**src/rtl/chanx_pkg.sv**
```systemverilog
// Shared constants and helpers for the channel-X receive buffer.
package chanx_pkg;

   localparam int CHAN_WIDTH    = 32;
   localparam int DEFAULT_DEPTH = 4;
   localparam int DROP_CNT_W    = 8;

   localparam logic [DROP_CNT_W-1:0] DROP_CNT_MAX = 8'd255;

   // Saturating increment for the dropped-word counter.
   function automatic logic [DROP_CNT_W-1:0] sat_inc(input logic [DROP_CNT_W-1:0] v);
      logic [DROP_CNT_W-1:0] r;
      if (v == DROP_CNT_MAX) begin
         r = v;
      end else begin
         r = v + 8'd1;
      end
      return r;
   endfunction

endpackage

```
**src/rtl/chanx_rx_fifo_if.sv**
```systemverilog
// Channel-X receive buffer bus: incoming words, outgoing head word and status.
interface chanx_rx_fifo_if
   import chanx_pkg::*;
#(
   parameter int WIDTH = CHAN_WIDTH,
   parameter int DEPTH = DEFAULT_DEPTH
);

   logic [WIDTH-1:0]           chanx_left_in;
   logic                       chanx_left_in_valid;
   logic [WIDTH-1:0]           chanx_right_out;
   logic                       chanx_right_out_valid;
   logic                       chanx_right_out_ready;
   logic [$clog2(DEPTH):0]     occupancy;
   logic                       overflow;
   logic [DROP_CNT_W-1:0]      drop_count;

   // Driver side: the switch block sending words and the consumer accepting them.
   modport master (
      output chanx_left_in, chanx_left_in_valid, chanx_right_out_ready,
      input  chanx_right_out, chanx_right_out_valid, occupancy, overflow, drop_count
   );

   // Buffer side.
   modport slave (
      input  chanx_left_in, chanx_left_in_valid, chanx_right_out_ready,
      output chanx_right_out, chanx_right_out_valid, occupancy, overflow, drop_count
   );

endinterface

```
**src/rtl/chanx_fifo_mem.sv**
```systemverilog
// DEPTH x WIDTH storage with one write port and one registered read port.
// A read of the address being written in the same cycle returns the new word,
// which is what lets a word pushed into an empty buffer appear one cycle later.
module chanx_fifo_mem
   import chanx_pkg::*;
#(
   parameter int WIDTH = CHAN_WIDTH,
   parameter int DEPTH = DEFAULT_DEPTH,
   localparam int AW   = $clog2(DEPTH)
) (
   input  logic             clk,
   input  logic             reset,
   input  logic             we,
   input  logic [AW-1:0]    waddr,
   input  logic [WIDTH-1:0] wdata,
   input  logic             re,
   input  logic [AW-1:0]    raddr,
   output logic [WIDTH-1:0] rdata
);

   logic [WIDTH-1:0] mem_r [DEPTH];
   logic [WIDTH-1:0] rdata_r;

   // Storage array write; contents need no reset.
   always_ff @(posedge clk) begin
      if (we) begin
         mem_r[waddr] <= wdata;
      end
   end

   // Registered read port with write-through on an address collision.
   always_ff @(posedge clk) begin
      if (reset) begin
         rdata_r <= {WIDTH{1'b0}};
      end else if (re) begin
         if (we && (waddr == raddr)) begin
            rdata_r <= wdata;
         end else begin
            rdata_r <= mem_r[raddr];
         end
      end
   end

   assign rdata = rdata_r;

endmodule

```
**src/rtl/chanx_rx_fifo.sv**
```systemverilog
// Receive buffer for a routing-channel word stream with no sender backpressure.
// The head word comes straight from the memory read register; the read address
// already accounts for this cycle's pop so the next head is ready one edge later.
module chanx_rx_fifo
   import chanx_pkg::*;
#(
   parameter int WIDTH = CHAN_WIDTH,
   parameter int DEPTH = DEFAULT_DEPTH
) (
   input logic            clk,
   input logic            reset,
   chanx_rx_fifo_if.slave bus
);

   localparam int PTR_W = $clog2(DEPTH);
   localparam int OCC_W = PTR_W + 1;
   localparam logic [OCC_W-1:0] OCC_FULL = OCC_W'(DEPTH);

   logic [PTR_W-1:0]      wr_ptr_r, rd_ptr_r, rd_addr_s;
   logic [OCC_W-1:0]      occ_r, occ_next_s;
   logic                  valid_r, overflow_r;
   logic [DROP_CNT_W-1:0] drop_cnt_r;
   logic                  push_s, pop_s, drop_s, we_s, re_s;
   logic [WIDTH-1:0]      rdata_s;

   // Push/pop decision, next occupancy and read address for the next head.
   always_comb begin
      pop_s      = valid_r & bus.chanx_right_out_ready;
      push_s     = bus.chanx_left_in_valid & ((occ_r != OCC_FULL) | pop_s);
      drop_s     = bus.chanx_left_in_valid & ~push_s;
      occ_next_s = occ_r;
      case ({push_s, pop_s})
         2'b10:   occ_next_s = occ_r + OCC_W'(1);
         2'b01:   occ_next_s = occ_r - OCC_W'(1);
         default: occ_next_s = occ_r;
      endcase
      if (pop_s) begin
         rd_addr_s = rd_ptr_r + PTR_W'(1);
      end else begin
         rd_addr_s = rd_ptr_r;
      end
      we_s = push_s & ~reset;
      re_s = (occ_next_s != {OCC_W{1'b0}}) & ~reset;
   end

   // Pointers, occupancy, valid and drop bookkeeping.
   always_ff @(posedge clk) begin
      if (reset) begin
         wr_ptr_r   <= {PTR_W{1'b0}};
         rd_ptr_r   <= {PTR_W{1'b0}};
         occ_r      <= {OCC_W{1'b0}};
         valid_r    <= 1'b0;
         overflow_r <= 1'b0;
         drop_cnt_r <= {DROP_CNT_W{1'b0}};
      end else begin
         if (push_s) begin
            wr_ptr_r <= wr_ptr_r + PTR_W'(1);
         end
         rd_ptr_r <= rd_addr_s;
         occ_r    <= occ_next_s;
         valid_r  <= (occ_next_s != {OCC_W{1'b0}});
         if (drop_s) begin
            overflow_r <= 1'b1;
            drop_cnt_r <= sat_inc(drop_cnt_r);
         end
      end
   end

   chanx_fifo_mem #(.WIDTH(WIDTH), .DEPTH(DEPTH)) u_mem (
      .clk   (clk),
      .reset (reset),
      .we    (we_s),
      .waddr (wr_ptr_r),
      .wdata (bus.chanx_left_in),
      .re    (re_s),
      .raddr (rd_addr_s),
      .rdata (rdata_s)
   );

   assign bus.chanx_right_out       = rdata_s;
   assign bus.chanx_right_out_valid = valid_r;
   assign bus.occupancy             = occ_r;
   assign bus.overflow              = overflow_r;
   assign bus.drop_count            = drop_cnt_r;

endmodule

```
**src/flat_wrapper.sv**
```systemverilog
// flat-port wrapper written by rule: the top's interface ports become plain ports
module chanx_rx_fifo_flat import chanx_pkg::*;
#(
   parameter int WIDTH = CHAN_WIDTH,
   parameter int DEPTH = DEFAULT_DEPTH
)
  (clk, reset, bus_chanx_left_in, bus_chanx_left_in_valid, bus_chanx_right_out_ready, bus_chanx_right_out, bus_chanx_right_out_valid, bus_occupancy, bus_overflow, bus_drop_count);
  chanx_rx_fifo_if #(.WIDTH(WIDTH), .DEPTH(DEPTH)) bus_i ();
  input logic clk;
  input logic reset;
  input wire logic [$bits(bus_i.chanx_left_in)-1:0] bus_chanx_left_in;
  input wire logic [$bits(bus_i.chanx_left_in_valid)-1:0] bus_chanx_left_in_valid;
  input wire logic [$bits(bus_i.chanx_right_out_ready)-1:0] bus_chanx_right_out_ready;
  output wire logic [$bits(bus_i.chanx_right_out)-1:0] bus_chanx_right_out;
  output wire logic [$bits(bus_i.chanx_right_out_valid)-1:0] bus_chanx_right_out_valid;
  output wire logic [$bits(bus_i.occupancy)-1:0] bus_occupancy;
  output wire logic [$bits(bus_i.overflow)-1:0] bus_overflow;
  output wire logic [$bits(bus_i.drop_count)-1:0] bus_drop_count;
  assign bus_i.chanx_left_in = bus_chanx_left_in;
  assign bus_i.chanx_left_in_valid = bus_chanx_left_in_valid;
  assign bus_i.chanx_right_out_ready = bus_chanx_right_out_ready;
  assign bus_chanx_right_out = bus_i.chanx_right_out;
  assign bus_chanx_right_out_valid = bus_i.chanx_right_out_valid;
  assign bus_occupancy = bus_i.occupancy;
  assign bus_overflow = bus_i.overflow;
  assign bus_drop_count = bus_i.drop_count;
  chanx_rx_fifo #(.WIDTH(WIDTH), .DEPTH(DEPTH)) u_core (.clk(clk), .reset(reset), .bus(bus_i));
endmodule
```
**config.mk**
```make
export PLATFORM = sky130hd
export DESIGN_NAME = chanx_rx_fifo_flat
export DESIGN_NICKNAME = d
export VERILOG_FILES = /design/src/rtl/chanx_pkg.sv /design/src/rtl/chanx_rx_fifo_if.sv /design/src/rtl/chanx_fifo_mem.sv /design/src/rtl/chanx_rx_fifo.sv /design/src/flat_wrapper.sv
export SDC_FILE = /design/constraint.sdc
export NUM_CORES = 1
export LEC_CHECK = 0
export CORE_MARGIN = 1
export CORE_UTILIZATION = 45
export CTS_BUF_LIST = sky130_fd_sc_hd__clkbuf_4
export CTS_CLUSTER_SIZE = 30
export DETAILED_ROUTE_END_ITERATION = 16
export GPL_ROUTABILITY_DRIVEN = 0
export GPL_TIMING_DRIVEN = 0
export PLACE_DENSITY_LB_ADDON = 0.12
export SETUP_SLACK_MARGIN = 0.15
export SLEW_MARGIN = 10
export SYNTH_ARGS = -nofsm -noshare
export SYNTH_HDL_FRONTEND = slang
export SYNTH_SLANG_ARGS = --single-unit
```
**constraint.sdc**
```tcl
create_clock -name clk -period 3.6 [get_ports clk]
set_input_delay 0.72 -clock clk [delete_from_list [all_inputs] [get_ports clk]]
set_output_delay 0.72 -clock clk [all_outputs]
set_load 0.01 [all_outputs]
```
==> flow_metrics.env <==
export IMPL_p_per_area_nw_per_um2=490.0
export IMPL_ios=81
export IMPL_hold_path_depth=2
export IMPL_max_freq_mhz=310.3
export IMPL_max_slew_margin_pct=39.43
export IMPL_slew_viol_final=0
export IMPL_use_met2_pct=41.82
export IMPL_fin_util_pct=54.37
export IMPL_hold_end="u_core.bus.overflow$_SDFFE_PP0P_"
export IMPL_hold_buffers=0
export IMPL_hold_viol=0
export IMPL_grt_pass1_wl_um=37890
export IMPL_vias_per_cell=6.235
export IMPL_overflow=0
export IMPL_clk_latency_ns=0.59
export IMPL_gr_usage_all_layers_pct=25.14
export IMPL_slowest_delay_ns=0.56
export IMPL_drive_gt1_share_pct=12.88
export IMPL_grt_pass1_vias=6843
export IMPL_ant_nets=0
export IMPL_ys_types=48
export IMPL_synth_fp_nets=749
export IMPL_dpl_instance_area_sq_um=10060
export IMPL_num_rows=50
export IMPL_leakagePower_nw=3.551
export IMPL_numPortBuffers=80
export IMPL_synth_edff_count=128
export IMPL_via_count=6759
export IMPL_reg2reg_from="u_core.bus.chanx_right_out_valid$_SDFF_PP0_"
export IMPL_hold_start="u_core.bus.overflow$_SDFFE_PP0P_"
export IMPL_grt_max_degree=25
export IMPL_endpoint_kind="register"
export IMPL_ir_worst_vdd_mv=0.2271
export IMPL_dp_hpwl_um=16460
export IMPL_hold_ws_ns=0.5025
export IMPL_wirelength_um=24740
export IMPL_tightest_slew_ns=0.9086
export IMPL_grt_setup_unrepaired="false"
export IMPL_post_cts_resized=0
export IMPL_slowest_stage="a211oi_2"
export IMPL_fillCellCount=1661
export IMPL_hp_class="register to register"
export IMPL_area_growth_pct=16.86
export IMPL_crit_fanout=10
export IMPL_syn_area_per_cell_sq_um=12.52
export IMPL_antenna_found_initial=1
export IMPL_fin_nets=852
export IMPL_cp_start_kind="input port"
export IMPL_synth_ff_type="edfxtp_1"
export IMPL_stdcell_area_sq_um=10340
export IMPL_cts_root_buf="clkbuf_4"
export IMPL_outcome="complete, no violations"
export IMPL_post_cts_setup_buffers=0
export IMPL_grtUsageMet1_pct=32.27
export IMPL_syn_inst=707
export IMPL_ys_ff_latch=177
export IMPL_grtUsageMet3_pct=4.643
export IMPL_coreArea_sq_um=19020
export IMPL_wl_per_cell_um=22.82
export IMPL_synth_seq_area_share_pct=54.52
export IMPL_die_w_um=142.2
export IMPL_critPathTopFamily="buffers and inverters"
export IMPL_start_util_pct=46.53
export IMPL_drc=0
export IMPL_yosysWarnings=0
export IMPL_fin_crit_sh_pct=89.53
export IMPL_htreeDepth=4
export IMPL_clock_sinks=177
export IMPL_clockBufferDepth=2
export IMPL_r2r_slack_ns=0.59
export IMPL_tns_ns=0
export IMPL_crit_buf_inv=5
export IMPL_clk_pin_slew_worst_paths_ns=0.14
export IMPL_syn_area_sq_um=8848
export IMPL_grt_busiest_layer="met2"
export IMPL_r2r_cells=11
export IMPL_r2r_end="u_core.u_mem.rdata[9]$_SDFFE_PP0P_"
export IMPL_dr_pass1_iters=5
export IMPL_numCtsBuffers=17
export IMPL_clock_skew_final_ns=0.02239
export IMPL_setup_violations=0
export IMPL_maxCapViolCount=0
export IMPL_die_area_sq_um=20230
export IMPL_required_ns=4.04
export IMPL_fp_dieH_um=142.2
export IMPL_drt_iter0_drc=719
export IMPL_path_cells="clkdlybuf4s50_1, buf_4, nand2_1, nor2_1, inv_1, fa_1, a21boi_0, a211oi_2, or2_1, buf_2, buf_4, a211oi_2"
export IMPL_cts_tree="done"
export IMPL_arrival_ns=3.66
export IMPL_final_min_clock_period_ns=3.223
export IMPL_crit_type="input port to register"
export IMPL_ys_async_sr_fraction_pct=0
## cells in the mapped netlist, types with 2 or more instances
cell / instances / share of area, %
a21bo_2: 2 / 0.23
nand3_1: 5 / 0.28
o21ai_0: 3 / 0.17
nor4bb_1: 31 / 3.5
and2_1: 5 / 0.35
nand2_1: 10 / 0.42
ha_1: 5 / 0.71
buf_2: 19 / 1.1
xnor2_1: 6 / 0.59
a211oi_2: 31 / 4.4
nor2_1: 13 / 0.55
xor2_1: 3 / 0.30
mux2i_1: 64 / 7.2
buf_6: 4 / 0.51
edfxtp_1: 128 / 43
a22oi_1: 32 / 2.7
a21oi_1: 11 / 0.62
inv_1: 39 / 1.7
a221o_1: 31 / 3.5
a211oi_1: 3 / 0.25
o211ai_1: 3 / 0.25
nand3b_1: 3 / 0.25
a211o_1: 32 / 3.2
buf_4: 6 / 0.51
o31ai_1: 32 / 2.7
nand4b_1: 33 / 3.3
buf_1: 6 / 0.25
nand2b_1: 4 / 0.28
dfxtp_1: 49 / 11
clkbuf_1: 41 / 1.7
nor3_1: 36 / 2.0
## state kept, by name, summed over array words and instances (netlist names)
name                              count
u_core.bus.chanx_right_out_valid      1
u_core.bus.occupancy                  3
u_core.u_mem.mem_r                  128
u_core.bus.drop_count                 8
u_core.rd_ptr_r                       2
u_core.wr_ptr_r                       2
u_core.u_mem.rdata                   32
u_core.bus.overflow                   1
## worst max path at each step
stage,cells after the start,end,slack [ns],start
floorplan,12,u_core.u_mem.rdata[10]$_SDFFE_PP0P_,0.85,bus_chanx_right_out_ready
global placement,6,u_core.u_mem.mem_r[1][18]$_DFFE_PP_,-0.49,bus_chanx_right_out_ready
detailed placement,12,u_core.u_mem.rdata[31]$_SDFFE_PP0P_,-0.29,bus_chanx_right_out_ready
CTS,12,u_core.u_mem.rdata[31]$_SDFFE_PP0P_,0.35,bus_chanx_right_out_ready
global route,12,u_core.u_mem.rdata[9]$_SDFFE_PP0P_,0.27,bus_chanx_right_out_ready
finish,12,u_core.u_mem.rdata[9]$_SDFFE_PP0P_,0.38,bus_chanx_right_out_ready
## cell families after synthesis
group | share of synthesized area [%]
AND/OR/NAND/NOR | 11.67
buffers and inverters | 5.741
AO/OA/AOI/OAI | 18.88
flip-flops | 54.52
XOR/XNOR | 0.8909
multiplexers | 7.367
adder cells (fa/ha/maj) | 0.9333
## where the power goes
| part | switching (mW) | internal [mW] |
|---|---|---|
| Sequential | 0.0818 | 2.33 |
| Combinational | 0.867 | 0.660 |
| Clock | 0.707 | 0.419 |
| Total | 1.66 | 3.41 |
## stage by stage
| step | power [mW] | setup slack, ns | cells |
|---|---|---|---|
| 2_1_floorplan | 3.400 | 0.8545 | 707 |
| 3_3_place_gp | 3.921 | -0.4926 | 1047 |
| 3_5_place_dp | 3.968 | -0.2865 | 1051 |
| 4_1_cts | 5.078 | 0.3464 | 1083 |
| 5_1_grt | 5.282 | 0.2707 | 1084 |
| 6_report | 5.067 | 0.3769 | 1084 |
## worst min-delay path, stage by stage (launching register included)
cell and delay (ns):
dfxtp_1 0.36, a21oi_1 0.04, nor2_1 0.07
## final cells by class
type                    instances  area (sq um)  area share, %
flip-flops and latches        177          4825          46.66
clock inverters                14         138.9          1.343
diodes                          1         2.502        0.02420
inverters                      39         146.4          1.416
repair buffers                 84         880.8          8.519
well taps                     260         325.3          3.146
plain buffers                  76         365.4          3.533
clock buffers                  18         135.1          1.307
multi-input cells             415          3521          34.05
## cell usage in the layout, fill, tap and decap left out, drive strengths merged, types with 5 or more instances in the layout
master,count
o31ai,34
nor2,13
a211o,32
mux2i,64
ha,5
nand2,10
clkbuf,59
and2,5
nand4b,33
xnor2,6
a221o,31
nand3,5
inv,42
nor3,37
buf,39
a211oi,34
nor4bb,31
edfxtp,128
a22oi,32
a21oi,11
dfxtp,49
clkinv,8
clkdlybuf4s50,80
## per-layer routing
| metal | wire, um | up-vias | part of all wire, % |
|---|---|---|---|
| li1 | - | 3011 | - |
| met1 | 10520 | 3364 | 43 |
| met2 | 12050 | 346 | 49 |
| met3 | 1659 | 38 | 6.7 |
| met4 | 514 | 0 | 2.1 |
| met5 | 0 | - | 0 |
(Power assumes the default switching activity.)
